### src/rtl/mem_interface.sv
// mem_interface: memory-side stage that turns control strobes into a req/ack
// access to a variable-latency unified memory and captures the results into IR
// or MDR. Optional macro MEM_IF_TIMEOUT_EN adds a wait counter that aborts an
// access after TIMEOUT cycles without ack.
module mem_interface #(
  parameter int ADDR_W  = 16,
  parameter int DATA_W  = 16,
  parameter int TIMEOUT = 255
) (
  input  logic              CLK,
  input  logic              Reset,
  input  logic              IoD,
  input  logic              MemR,
  input  logic              MemW,
  input  logic              IRWrite,
  input  logic [ADDR_W-1:0] pc,
  input  logic [ADDR_W-1:0] alu_addr,
  input  logic [DATA_W-1:0] wr_data,
  output logic              mem_req,
  output logic              mem_we,
  output logic [ADDR_W-1:0] mem_addr,
  output logic [DATA_W-1:0] mem_wdata,
  input  logic [DATA_W-1:0] mem_rdata,
  input  logic              mem_ack,
  output logic [DATA_W-1:0] ir,
  output logic [DATA_W-1:0] mdr,
  output logic [6:0]        input_control,
  output logic              busy,
  output logic              mem_err
);
  typedef enum logic [1:0] {S_IDLE, S_WAIT, S_DONE} state_t;
  state_t            r_state, w_next;
  logic              r_mem_req, r_mem_we, r_dest_ir, r_mem_err;
  logic [ADDR_W-1:0] r_mem_addr;
  logic [DATA_W-1:0] r_mem_wdata, r_ir, r_mdr;
  logic              w_strb, w_illegal, w_start, w_finish, w_timeout;
  assign w_strb    = IRWrite | MemR | MemW;
  assign w_illegal = MemW & (MemR | IRWrite);
  assign w_start   = (r_state == S_IDLE) && w_strb && !w_illegal;
  assign w_finish  = (r_state == S_WAIT) && (mem_ack || w_timeout);
`ifdef MEM_IF_TIMEOUT_EN
  logic [15:0] r_cnt;
  // Count WAIT cycles; the counter sits at zero whenever no access is pending
  always_ff @(posedge CLK or negedge Reset)
    if (!Reset) r_cnt <= '0;
    else        r_cnt <= (r_state == S_WAIT) ? r_cnt + 16'd1 : 16'd0;
  assign w_timeout = (r_state == S_WAIT) && (r_cnt == 16'(TIMEOUT - 1));
`else
  assign w_timeout = 1'b0;
`endif
  // State register
  always_ff @(posedge CLK or negedge Reset)
    if (!Reset) r_state <= S_IDLE;
    else        r_state <= w_next;
  // Next state: illegal strobes skip WAIT; DONE always returns to IDLE
  always_comb begin
    w_next = r_state;
    case (r_state)
      S_IDLE:  w_next = !w_strb ? S_IDLE : (w_illegal ? S_DONE : S_WAIT);
      S_WAIT:  w_next = (mem_ack || w_timeout) ? S_DONE : S_WAIT;
      default: w_next = S_IDLE;
    endcase
  end
  // Hold the control FSM while a request is being decoded or is outstanding
  always_comb busy = ((r_state == S_IDLE) && w_strb) || (r_state == S_WAIT);
  // Bus registers, capture registers and sticky error
  always_ff @(posedge CLK or negedge Reset)
    if (!Reset) begin
      r_mem_req   <= 1'b0;
      r_mem_we    <= 1'b0;
      r_mem_addr  <= '0;
      r_mem_wdata <= '0;
      r_dest_ir   <= 1'b0;
      r_ir        <= '0;
      r_mdr       <= '0;
      r_mem_err   <= 1'b0;
    end else begin
      if (w_start) begin
        r_mem_req   <= 1'b1;
        r_mem_we    <= MemW;
        r_mem_addr  <= IoD ? alu_addr : pc;
        r_mem_wdata <= wr_data;
        r_dest_ir   <= IRWrite;
      end else if (w_finish) r_mem_req <= 1'b0;
      if ((r_state == S_WAIT) && mem_ack && !r_mem_we && r_dest_ir)  r_ir  <= mem_rdata;
      if ((r_state == S_WAIT) && mem_ack && !r_mem_we && !r_dest_ir) r_mdr <= mem_rdata;
      if (((r_state == S_IDLE) && w_strb && w_illegal) || (w_timeout && !mem_ack)) r_mem_err <= 1'b1;
    end
  assign mem_req       = r_mem_req;
  assign mem_we        = r_mem_we;
  assign mem_addr      = r_mem_addr;
  assign mem_wdata     = r_mem_wdata;
  assign ir            = r_ir;
  assign mdr           = r_mdr;
  assign mem_err       = r_mem_err;
  assign input_control = {r_ir[6:3], r_ir[2:0]};
endmodule

### config.mk
export PLATFORM = sky130hd
export DESIGN_NAME = mem_interface
export DESIGN_NICKNAME = d
export VERILOG_FILES = /design/src/rtl/mem_interface.sv
export SDC_FILE = /design/constraint.sdc
export NUM_CORES = 1
export LEC_CHECK = 0
export ABC_AREA = 1
export CAP_MARGIN = 40
export CORE_MARGIN = 1
export CORE_UTILIZATION = 41
export DETAILED_ROUTE_END_ITERATION = 16
export GPL_TIMING_DRIVEN = 0
export PLACE_DENSITY = 0.8
export SLEW_MARGIN = 30
export SYNTH_ARGS = -nofsm -noshare
export SYNTH_HDL_FRONTEND = slang
export SYNTH_SLANG_ARGS = --single-unit
export TNS_END_PERCENT = 10
### constraint.sdc
create_clock -name CLK -period 1.6 [get_ports CLK]
set_clock_uncertainty 0.2 [all_clocks]
set_input_delay 0.32 -clock CLK [delete_from_list [all_inputs] [get_ports CLK]]
set_output_delay 0.32 -clock CLK [all_outputs]
set_load 0.1 [all_outputs]
==> key figures <==
Status
  – Status: finished with violations
  – Failing checks: negative setup slack

STA
  – Period utilisation layout: 1.12
  – Crit path time final: 1790 ps
  – Achievable frequency: 559 MHz
  – Hold Vio Cnt, Final: 0
  – Worst Tran Pin Value: 382 ps
  – Max-Slew Margin vs Limit: 0.746
  – Slew Limit Fails: 0
  – Fin worst setup slack: -187 ps
  – RSZ-0062 raised after global routing: yes
  – Setup TNS: -187 ps
  – Final setup viols: 1

Clock network
  – Clock transition at the registers of the reported paths: 80 ps
  – Clk buf depth: 2
  – Htree depth: 3
  – CTS tree: built
  – Clk_lat worst skew: 330 ps
  – CTS buffer count: 9
  – CTS Sinks: 70
  – Root buffer cell: clkbuf_8

Setup path
  – Slowest-stage cell, CP: dfrtp_2
  – CP startpoint kind: register
  – Worst path max stage delay: 420 ps
  – CP Cell Sequence: inv_2 > nor2_4 > inv_2 > nand2_2 > buf_12
  – Most used cell, CP: inv_2
  – WS Path Type: reg2out
  – Worst-path fanout max: 3
  – Critical path arrival: 1270 ps
  – Worst Path Required: 1080 ps
  – Critical Path End Type: primary output

Routing
  – First-pass DRT Iterations: 4
  – Routed wire length: 11900 um
  – Average wire per standard cell: 16.8 um
  – Post-DRT Antenna Nets: 0
  – Via/cell ratio: 5.06
  – Post-route DRC: 0
  – Initial DRC Count: 157
  – Via count: 3579

Floorplanning
  – Initial Util: 0.428
  – IO Count: 146
  – Die H: 89.5 um
  – Die footprint: 0.00801 mm2
  – CORE AREA: 0.00733 mm2
  – # rows: 31
  – Die X: 89.5 um

Yosys
  – YS warnings: 0
  – Syn nets: 441
  – Synth Register Bits: 70
  – Mapped cell area: 0.00314 mm2
  – Register area share after synthesis: 0.558
  – Yosys cell types: 19
  – Mapped Avg Cell Area: 8.53 um2
  – Mapped Cells: 368

Cells and area
  – Register area: 0.00176 mm2
  – Most common cell after layout, fill and taps aside: nand2_1
  – Share of layout cells above drive strength 1: 0.354
  – Nets: 676
  – Area Growth Syn to Fin: 99.4%
  – N_diodes: 0
  – Area taken by multi-input logic gates: 0.00110 mm2
  – Most frequent cells in the layout: nand2_1, dfrtp_1, buf_2, clkdlybuf4s50_1, buf_12
  – Fillers: 340

Placement
  – RePlAce Congestion: 0.852
  – IO Port Bufs: 145
  – Dpl hpwl: 8520 um

Global route
  – Vias in the first global route: 3759
  – Largest net degree at the start of global routing: 44
  – Initial antenna violation count: 0
  – Remaining Overflow, GRT: 0
  – GR Util All Layers: 0.302
  – First-pass GRT wire length: 17800 um

Run
  – MaxCap Viol Count: 0

Min path
  – Worst Hold Class: in2reg
-- sequential cells by signal, indices dropped and copies added (netlist names) --
signal     flops
mem_err        1
mdr           16
r_state        2
mem_req        1
ir            16
mem_wdata     16
r_dest_ir      1
mem_we         1
mem_addr      16
-- cell usage after synthesis --
library cell,instances,share of area
nand2_1,187,0.22
buf_4,10,0.024
ha_1,2,0.0080
nor2_1,1,0.0012
inv_4,1,0.0020
dfrtp_1,70,0.56
nand3_2,1,0.0032
o21ai_0,18,0.029
inv_1,24,0.029
buf_6,7,0.025
o21bai_1,1,0.0024
nand3_4,1,0.0056
clkbuf_8,1,0.0044
inv_2,1,0.0012
clkbuf_1,3,0.0036
nor2_4,3,0.011
nand3_1,32,0.051
buf_2,3,0.0048
nand4_4,2,0.014
-- logic make-up (layout without fill, tap and decap cells) --
logic type | count (synthesis) | in the layout | share of synthesized area
and+or+nand+nor | 227 | 227 | 0.309
AOI/OAI and AO/OA | 19 | 19 | 0.0311
buffers and inverters | 50 | 290 | 0.0937
DFF | 70 | 70 | 0.558
adders and majority gates | 2 | 2 | 0.00797
-- path summary, 6_finish.rpt --
kind | startpoint | end | cells after the start | slack [ps]
max | r_state[0]$_DFF_PN0_ | busy | 5 | -190
min in group asynchronous | Reset | ir[8]$_DFFE_PN0P_ | 2 | 250
min reg2reg | mem_req$_DFFE_PN0P_ | mem_req$_DFFE_PN0P_ | 2 | 270
min | IRWrite | r_dest_ir$_DFFE_PN0P_ | 3 | 170
max reg2reg | r_state[0]$_DFF_PN0_ | ir[5]$_DFFE_PN0P_ | 7 | 60
max in group asynchronous | Reset | mem_we$_DFFE_PN0P_ | 3 | 370
-- final cells by class --
class | instances | area share
Timing Repair Buffer | 225 | 0.445
Sequential cell | 70 | 0.281
Multi-Input combinational cell | 248 | 0.176
Buffer | 23 | 0.0336
Clock buffer | 10 | 0.0220
Tap cell | 99 | 0.0198
Inverter | 26 | 0.0168
Clock inverter | 6 | 0.00600
-- metal layers --
| metal | up-vias | share of wire | track usage |
|---|---|---|---|
| li1 | 1599 | - | - |
| met1 | 1688 | 0.35 | 0.317 |
| met2 | 244 | 0.52 | 0.528 |
| met3 | 48 | 0.092 | 0.0960 |
| met4 | 0 | 0.035 | 0.185 |
| met5 | - | 0 | 0 |
-- stage by stage --
| stage | std cells | area [um2] | setup WS, ps | hold slack [ps] | util |
|---|---|---|---|---|---|
| 3_3_place_gp | 612 | 4710 | -2560 | 253 | 0.643 |
| 6_report | 707 | 6260 | -187 | 173 | 0.854 |
| 2_1_floorplan | 368 | 3140 | -272 | -176 | - |
| 3_5_place_dp | 688 | 6060 | -998 | 62.5 | 0.826 |
| 4_1_cts | 702 | 6180 | -313 | 168 | 0.843 |
| 5_1_grt | 707 | 6260 | -252 | 175 | 0.854 |
-- worst max-delay path, delay by kind of cell, from the launching register on --
family / cells / cell delay, ps
flops: 1 / 420
simple gates: 2 / 230
buf+inv: 3 / 290
-- timing repair --
action                                 4_1_cts  5_1_grt
hold buffers                                 1        0
setup endpoints to repair                  110       65
gates resized for setup                    340       23
endpoints found under the hold margin       27        0
buffers inserted                             5        6
pin swaps                                    1        4
Power is not shown: default switching activity piles up to over one toggle a cycle in this logic, so the estimate is an artifact.
